$ cat src/rtl/ahb3_pkg.sv
// Shared AHB3-lite constants, request record and alignment helper for the
// single-transfer master.
package ahb3_pkg;

  localparam int AHB3_ADDR_W = 32;

  localparam logic [1:0] HTRANS_IDLE   = 2'b00;
  localparam logic [1:0] HTRANS_BUSY   = 2'b01;
  localparam logic [1:0] HTRANS_NONSEQ = 2'b10;
  localparam logic [1:0] HTRANS_SEQ    = 2'b11;

  localparam logic [2:0] HSIZE_BYTE = 3'b000;
  localparam logic [2:0] HSIZE_HALF = 3'b001;
  localparam logic [2:0] HSIZE_WORD = 3'b010;

  localparam logic [2:0] HBURST_SINGLE = 3'b000;

  // addr is AHB3_ADDR_W wide; the master's ADDR_W is expected to match it
  typedef struct packed {
    logic [AHB3_ADDR_W-1:0] addr;
    logic                   write;
    logic [2:0]             size;
    logic [31:0]            wdata;
  } ahb3_req_t;

  // 1 when the size code is illegal or the address is not naturally aligned
  function automatic logic req_misaligned(input logic [1:0] addr_lsb, input logic [2:0] size);
    logic bad;
    case (size)
      HSIZE_BYTE: bad = 1'b0;
      HSIZE_HALF: bad = addr_lsb[0];
      HSIZE_WORD: bad = (addr_lsb != 2'b00);
      default:    bad = 1'b1;
    endcase
    return bad;
  endfunction

endpackage

$ cat src/rtl/ahb3_lite_master_if.sv
// AHB3-lite bus bundle between the single-transfer master and a slave.
interface ahb3_lite_master_if #(
  parameter int ADDR_W = 32
);
  logic [ADDR_W-1:0] HADDR_o;
  logic              HWRITE_o;
  logic [2:0]        HSIZE_o;
  logic [2:0]        HBURST_o;
  logic [3:0]        HPROT_o;
  logic [1:0]        HTRANS_o;
  logic              HMASTLOCK_o;
  logic [31:0]       HWDATA_o;
  logic              HREADY_i;
  logic              HRESP_i;
  logic [31:0]       HRDATA_i;

  modport master (
    output HADDR_o, HWRITE_o, HSIZE_o, HBURST_o, HPROT_o, HTRANS_o,
           HMASTLOCK_o, HWDATA_o,
    input  HREADY_i, HRESP_i, HRDATA_i
  );

  modport slave (
    input  HADDR_o, HWRITE_o, HSIZE_o, HBURST_o, HPROT_o, HTRANS_o,
           HMASTLOCK_o, HWDATA_o,
    output HREADY_i, HRESP_i, HRDATA_i
  );
endinterface

$ cat src/rtl/ahb3_lite_master.sv
// AHB3-lite single-transfer master: valid/ready requests -> NONSEQ/SINGLE transfers.
// Optional build macro AHB3_MASTER_ALIGN_CHECK_EN completes misaligned/illegal requests locally with an error.
module ahb3_lite_master
  import ahb3_pkg::*;
#(
  parameter int         ADDR_W    = AHB3_ADDR_W,
  parameter logic [3:0] HPROT_VAL = 4'b0011
) (
  input  logic              clk,
  input  logic              reset,
  input  logic              req_valid,
  output logic              req_ready,
  input  logic [ADDR_W-1:0] req_addr,
  input  logic              req_write,
  input  logic [2:0]        req_size,
  input  logic [31:0]       req_wdata,
  output logic              rsp_valid,
  output logic [31:0]       rsp_rdata,
  output logic              rsp_err,
  ahb3_lite_master_if.master bus
);

  ahb3_req_t   req_s;
  ahb3_req_t   a_r;
  logic        a_valid_r;
  logic        a_lerr_r;
  logic        d_valid_r;
  logic        d_write_r;
  logic        d_lerr_r;
  logic [31:0] d_wdata_r;
  logic        rsp_valid_r;
  logic        rsp_err_r;
  logic [31:0] rsp_rdata_r;

  logic        err_first_s;
  logic        advance_s;
  logic        issue_s;
  logic        ready_s;
  logic        load_s;
  logic        req_lerr_s;

  // Handshake, pipeline advance and bus-issue decisions
  always_comb begin
    req_s       = '0;
    req_s.addr  = req_addr;
    req_s.write = req_write;
    req_s.size  = req_size;
    req_s.wdata = req_wdata;
`ifdef AHB3_MASTER_ALIGN_CHECK_EN
    req_lerr_s  = req_misaligned(req_addr[1:0], req_size);
`else
    req_lerr_s  = 1'b0;
`endif
    // first ERROR cycle: local errors never drew a slave response
    err_first_s = d_valid_r && !d_lerr_r && bus.HRESP_i && !bus.HREADY_i;
    advance_s   = bus.HREADY_i;
    issue_s     = a_valid_r && !a_lerr_r && !err_first_s;
    ready_s     = !reset && (!a_valid_r || (bus.HREADY_i && !err_first_s));
    load_s      = req_valid && ready_s;
  end

  // Address stage: loads on accept, empties when its address phase is taken
  always_ff @(posedge clk or posedge reset) begin
    if (reset) begin
      a_valid_r <= 1'b0;
      a_r       <= '0;
      a_lerr_r  <= 1'b0;
    end else if (load_s) begin
      a_valid_r <= 1'b1;
      a_r       <= req_s;
      a_lerr_r  <= req_lerr_s;
    end else if (advance_s) begin
      a_valid_r <= 1'b0;
    end
  end

  // Data stage: takes over the address stage on every HREADY edge
  always_ff @(posedge clk or posedge reset) begin
    if (reset) begin
      d_valid_r <= 1'b0;
      d_write_r <= 1'b0;
      d_lerr_r  <= 1'b0;
      d_wdata_r <= 32'h0000_0000;
    end else if (advance_s) begin
      d_valid_r <= a_valid_r;
      d_write_r <= a_r.write;
      d_lerr_r  <= a_lerr_r;
      d_wdata_r <= a_r.wdata;
    end
  end

  // Completion pulse with read data and error status
  always_ff @(posedge clk or posedge reset) begin
    if (reset) begin
      rsp_valid_r <= 1'b0;
      rsp_err_r   <= 1'b0;
      rsp_rdata_r <= 32'h0000_0000;
    end else if (advance_s && d_valid_r) begin
      rsp_valid_r <= 1'b1;
      rsp_err_r   <= d_lerr_r || bus.HRESP_i;
      rsp_rdata_r <= (d_write_r || d_lerr_r || bus.HRESP_i) ? 32'h0000_0000 : bus.HRDATA_i;
    end else begin
      rsp_valid_r <= 1'b0;
      rsp_err_r   <= 1'b0;
      rsp_rdata_r <= 32'h0000_0000;
    end
  end

  assign req_ready = ready_s;
  assign rsp_valid = rsp_valid_r;
  assign rsp_err   = rsp_err_r;
  assign rsp_rdata = rsp_rdata_r;

  assign bus.HTRANS_o    = issue_s ? HTRANS_NONSEQ : HTRANS_IDLE;
  assign bus.HADDR_o     = a_r.addr;
  assign bus.HWRITE_o    = a_r.write;
  assign bus.HSIZE_o     = a_r.size;
  assign bus.HBURST_o    = HBURST_SINGLE;
  assign bus.HPROT_o     = HPROT_VAL;
  assign bus.HMASTLOCK_o = 1'b0;
  assign bus.HWDATA_o    = d_wdata_r;

endmodule

$ cat src/flat_wrapper.sv
// flat-port wrapper written by rule: the top's interface ports become plain ports
module ahb3_lite_master_flat import ahb3_pkg::*;
#(
  parameter int         ADDR_W    = AHB3_ADDR_W,
  parameter logic [3:0] HPROT_VAL = 4'b0011
)
  (clk, reset, req_valid, req_ready, req_addr, req_write, req_size, req_wdata, rsp_valid, rsp_rdata, rsp_err, bus_HADDR_o, bus_HWRITE_o, bus_HSIZE_o, bus_HBURST_o, bus_HPROT_o, bus_HTRANS_o, bus_HMASTLOCK_o, bus_HWDATA_o, bus_HREADY_i, bus_HRESP_i, bus_HRDATA_i);
  ahb3_lite_master_if #(.ADDR_W(ADDR_W)) bus_i ();
  input  logic clk;
  input  logic reset;
  input  logic req_valid;
  output logic req_ready;
  input  logic [ADDR_W-1:0] req_addr;
  input  logic req_write;
  input  logic [2:0] req_size;
  input  logic [31:0] req_wdata;
  output logic rsp_valid;
  output logic [31:0] rsp_rdata;
  output logic rsp_err;
  output wire logic [$bits(bus_i.HADDR_o)-1:0] bus_HADDR_o;
  output wire logic [$bits(bus_i.HWRITE_o)-1:0] bus_HWRITE_o;
  output wire logic [$bits(bus_i.HSIZE_o)-1:0] bus_HSIZE_o;
  output wire logic [$bits(bus_i.HBURST_o)-1:0] bus_HBURST_o;
  output wire logic [$bits(bus_i.HPROT_o)-1:0] bus_HPROT_o;
  output wire logic [$bits(bus_i.HTRANS_o)-1:0] bus_HTRANS_o;
  output wire logic [$bits(bus_i.HMASTLOCK_o)-1:0] bus_HMASTLOCK_o;
  output wire logic [$bits(bus_i.HWDATA_o)-1:0] bus_HWDATA_o;
  input wire logic [$bits(bus_i.HREADY_i)-1:0] bus_HREADY_i;
  input wire logic [$bits(bus_i.HRESP_i)-1:0] bus_HRESP_i;
  input wire logic [$bits(bus_i.HRDATA_i)-1:0] bus_HRDATA_i;
  assign bus_HADDR_o = bus_i.HADDR_o;
  assign bus_HWRITE_o = bus_i.HWRITE_o;
  assign bus_HSIZE_o = bus_i.HSIZE_o;
  assign bus_HBURST_o = bus_i.HBURST_o;
  assign bus_HPROT_o = bus_i.HPROT_o;
  assign bus_HTRANS_o = bus_i.HTRANS_o;
  assign bus_HMASTLOCK_o = bus_i.HMASTLOCK_o;
  assign bus_HWDATA_o = bus_i.HWDATA_o;
  assign bus_i.HREADY_i = bus_HREADY_i;
  assign bus_i.HRESP_i = bus_HRESP_i;
  assign bus_i.HRDATA_i = bus_HRDATA_i;
  ahb3_lite_master #(.ADDR_W(ADDR_W), .HPROT_VAL(HPROT_VAL)) u_core (.clk(clk), .reset(reset), .req_valid(req_valid), .req_ready(req_ready), .req_addr(req_addr), .req_write(req_write), .req_size(req_size), .req_wdata(req_wdata), .rsp_valid(rsp_valid), .rsp_rdata(rsp_rdata), .rsp_err(rsp_err), .bus(bus_i));
endmodule
$ cat config.mk
export PLATFORM = sky130hd
export DESIGN_NAME = ahb3_lite_master_flat
export DESIGN_NICKNAME = d
export VERILOG_FILES = /design/src/rtl/ahb3_pkg.sv /design/src/rtl/ahb3_lite_master_if.sv /design/src/rtl/ahb3_lite_master.sv /design/src/flat_wrapper.sv
export SDC_FILE = /design/constraint.sdc
export NUM_CORES = 1
export LEC_CHECK = 0
export BUFFER_PORTS_ARGS = -buffer_cell sky130_fd_sc_hd__buf_2
export CAP_MARGIN = 25
export CORE_UTILIZATION = 48
export DETAILED_ROUTE_END_ITERATION = 10
export GPL_ROUTABILITY_DRIVEN = 0
export GPL_TIMING_DRIVEN = 1
export PLACE_DENSITY_LB_ADDON = 0.25
export SLEW_MARGIN = 20
export SYNTH_ARGS = -nofsm -noshare
export SYNTH_HDL_FRONTEND = slang
export SYNTH_SLANG_ARGS = --single-unit
$ cat constraint.sdc
create_clock -name clk -period 5.39 [get_ports clk]
set_input_delay 1.3475 -clock clk [delete_from_list [all_inputs] [get_ports clk]]
set_output_delay 1.3475 -clock clk [all_outputs]
set_load 0.03 [all_outputs]
==> flow_summary.toml <==
[status]
status = "completed"

[yosys]
synth_xor_area_frac = 0
synth_top_family_by_area = "multiplexers"
synth_area_um2 = 5290
yosys.area_share.simple = 0.0509
yosysUniqueCellTypes = 19
synth_fa_ha_area_frac = 0
synthTopCellsByArea = "dfrtp_1 65%, mux2_2 17%, buf_4 6.7%"
synth-seq-area-share = 0.649
synthCells = 343
netlist.area_leader.share = 0.649
synth_seq_cells = 137
syn_avg_cell_area_um2 = 15.4
synth_top_area_cell = "dfrtp_1"
synth_compound_area_frac = 0.00284
yosysWarnings = 0
muxShareOfSynthArea = 0.215

[cts]
clockBufferDepth = 2
hold_buffers = 0
clk_pin_slew_ps = 60
clock-root-buffer = "clkbuf_8"
cts_sinks = 137
clk_latency_ps = 500
h-tree-depth = 4
cts-resized-gates = 0
postCtsSetupBuffers = 0
cts_tree = "done"
numCtsBuffers = 17

[floorplan]
die_area_um2 = 11400
initial_core_util = 0.503
die_x_um = 107
die_h_um = 107
io_pins = 218
std_cell_rows = 37
core_area_um2 = 10500

[sta]
drv_slew = 0
rsz0062_at_grt = "false"
fin_setup_tns_ps = 0
tightest_slew_ps = 907
timing.final.crit_share = 0.687
slew_headroom = 0.395
finClkSkew_ps = 7.23
fmax_ghz = 0.270
period_minus_slack_ps = 3700
setup_violations = 0
finalHoldViolCount = 0
fin_hold_ws_ps = 476

[route]
avgViaCountPerCell = 4.69
routed-via-count = 3144
dr_wl_met2_mm = 4.94
dr.pass1.iters = 4
wl_per_cell_um = 14.9
wl_met1_mm = 4.03
routed_wl_mm = 9.95
ant_nets = 0
drt_iter0_drc = 92
wl_met3_um = 851
top_layer = "met4"
drc = 0

[job]
drv_cap = 0

[finish]
fin_cells = 670
fin_nets = 626
drive_above_1_share = 0.612
n_antenna_cell = 0
area_growth_pct = 26.3
final_cell_area_um2 = 6680

[worst_setup_path]
critPathLaunchType = "primary input"
end_kind = "output pin"
worstPathCellList = "buf_2 -> nor2b_1 -> a21boi_0 -> buf_2"
crit_family = "buffers and inverters"
cpMaxStageDelayCell = "buf_2"
crit_top_cell = "buf_2"
arrival_ps = 2360
path_max_fanout = 19
path_class = "in -> out"
worst-path-buf-inv = 2
cp_slowest_stage_delay_ps = 380
required_ps = 4040

[global_routing]
grtUsageTotal = 0.189
grt_pass1_wl_mm = 16.3
grt_max_degree = 84
grt_pass1_vias = 3327
grt_antenna_before_repair = 0
grt_overflow = 0

[pwr]
p_leak_nw = 3.40
irDropWorstVdd_mv = 0.245
powerDensity_nw_per_um2 = 435

[placed_design]
portBuffers = 208
placed_cell_area_um2 = 6130
dpl.hpwl_mm = 6.98
dp.cells = 638

[min_path]
min_path_type = "reg -> reg"
-- power breakdown --
| group | total (mW) | switching [mW] | internal (mW) | leakage [nW] |
|---|---|---|---|---|
| logic | 0.601 | 0.378 | 0.224 | 1.46 |
| registers | 1.26 | 0.0743 | 1.19 | 1.68 |
| clock network | 1.04 | 0.411 | 0.631 | 0.258 |
| total | 2.90 | 0.863 | 2.04 | 3.40 |
-- worst paths after layout --
path,start,to,slack (ps),cells after the start
worst max register to register,u_core.a_valid_r,u_core.bus.HADDR_o[17],3130,4
worst max-delay path,bus_HREADY_i,bus_HTRANS_o[1],1690,4
worst min register to register,u_core.bus.HSIZE_o[2],u_core.bus.HSIZE_o[2],480,1
max in group asynchronous,reset,u_core.bus.HADDR_o[0],3230,3
worst min-delay path,u_core.bus.HSIZE_o[2],u_core.bus.HSIZE_o[2],480,1
min in group asynchronous,reset,u_core.a_r[13],990,2
-- worst reg2reg max path, stage by stage, from the launching register on --
cell	delay [ps]
dfrtp_1	400
nor2b_2	190
nor2_4	450
buf_4	650
mux2_2	450
-- layer usage --
| layer | vias to the layer above | track usage |
|---|---|---|
| met5 | - | 0 |
| met4 | 0 | 0.0744 |
| met3 | 9 | 0.0772 |
| met2 | 131 | 0.303 |
| met1 | 1550 | 0.226 |
| li1 | 1454 | - |
-- cell families after synthesis --
family | Yosys count
AO/OA/AOI/OAI | 2
buffers and inverters | 60
flip-flops | 137
multiplexers | 101
other | 2
AND/OR/NAND/NOR | 41
-- final cells by class --
cell class              instances  area [um^2]
fillers                       837         3830
flip-flops and latches        137         3430
multi-input cells             153         1460
repair buffers                211         1060
clock buffers                  20          445
well taps                     136          170
clock inverters                12          101
inverters                       1         8.76
-- through the flow --
stage / setup slack, ps / total power [mW] / utilization
3_3_place_gp: 1630 / 1.87 / 0.583
3_5_place_dp: 1620 / 1.89 / 0.583
2_1_floorplan: 375 / 1.76 / -
6_report: 1690 / 2.90 / 0.635
4_1_cts: 1620 / 2.95 / 0.635
5_1_grt: 1590 / 3.05 / 0.635
-- synthesized netlist by cell type (all sizes together) --
master / count
a21boi: 1
a21o: 1
and2: 33
and3: 1
buf: 56
clkbuf: 3
conb: 2
dfrtp: 137
inv: 1
mux2: 101
nand2b: 2
nor2: 2
nor2b: 2
nor3b: 1
-- flip-flops by register name (all words and copies together) (netlist names) --
name and cells:
u_core.d_write_r 1, u_core.rsp_valid 1, u_core.bus.HWRITE_o 1, u_core.a_valid_r 1
u_core.rsp_rdata 32, u_core.bus.HADDR_o 32, u_core.a_r 32, u_core.bus.HWDATA_o 32
u_core.d_valid_r 1, u_core.rsp_err 1, u_core.bus.HSIZE_o 3
-- layout by cell type (no fill, tap or decap), types with 5 or more instances in the layout --
master	netlist	final
dfrtp_1	137	137
conb_1	2	9
buf_2	7	208
clkbuf_16	0	16
and2_1	33	33
mux2_1	20	20
clkinv_2	0	5
mux2_2	81	81
clkinvlp_4	0	5
No activity file was read; power rests on OpenSTA's default activity.
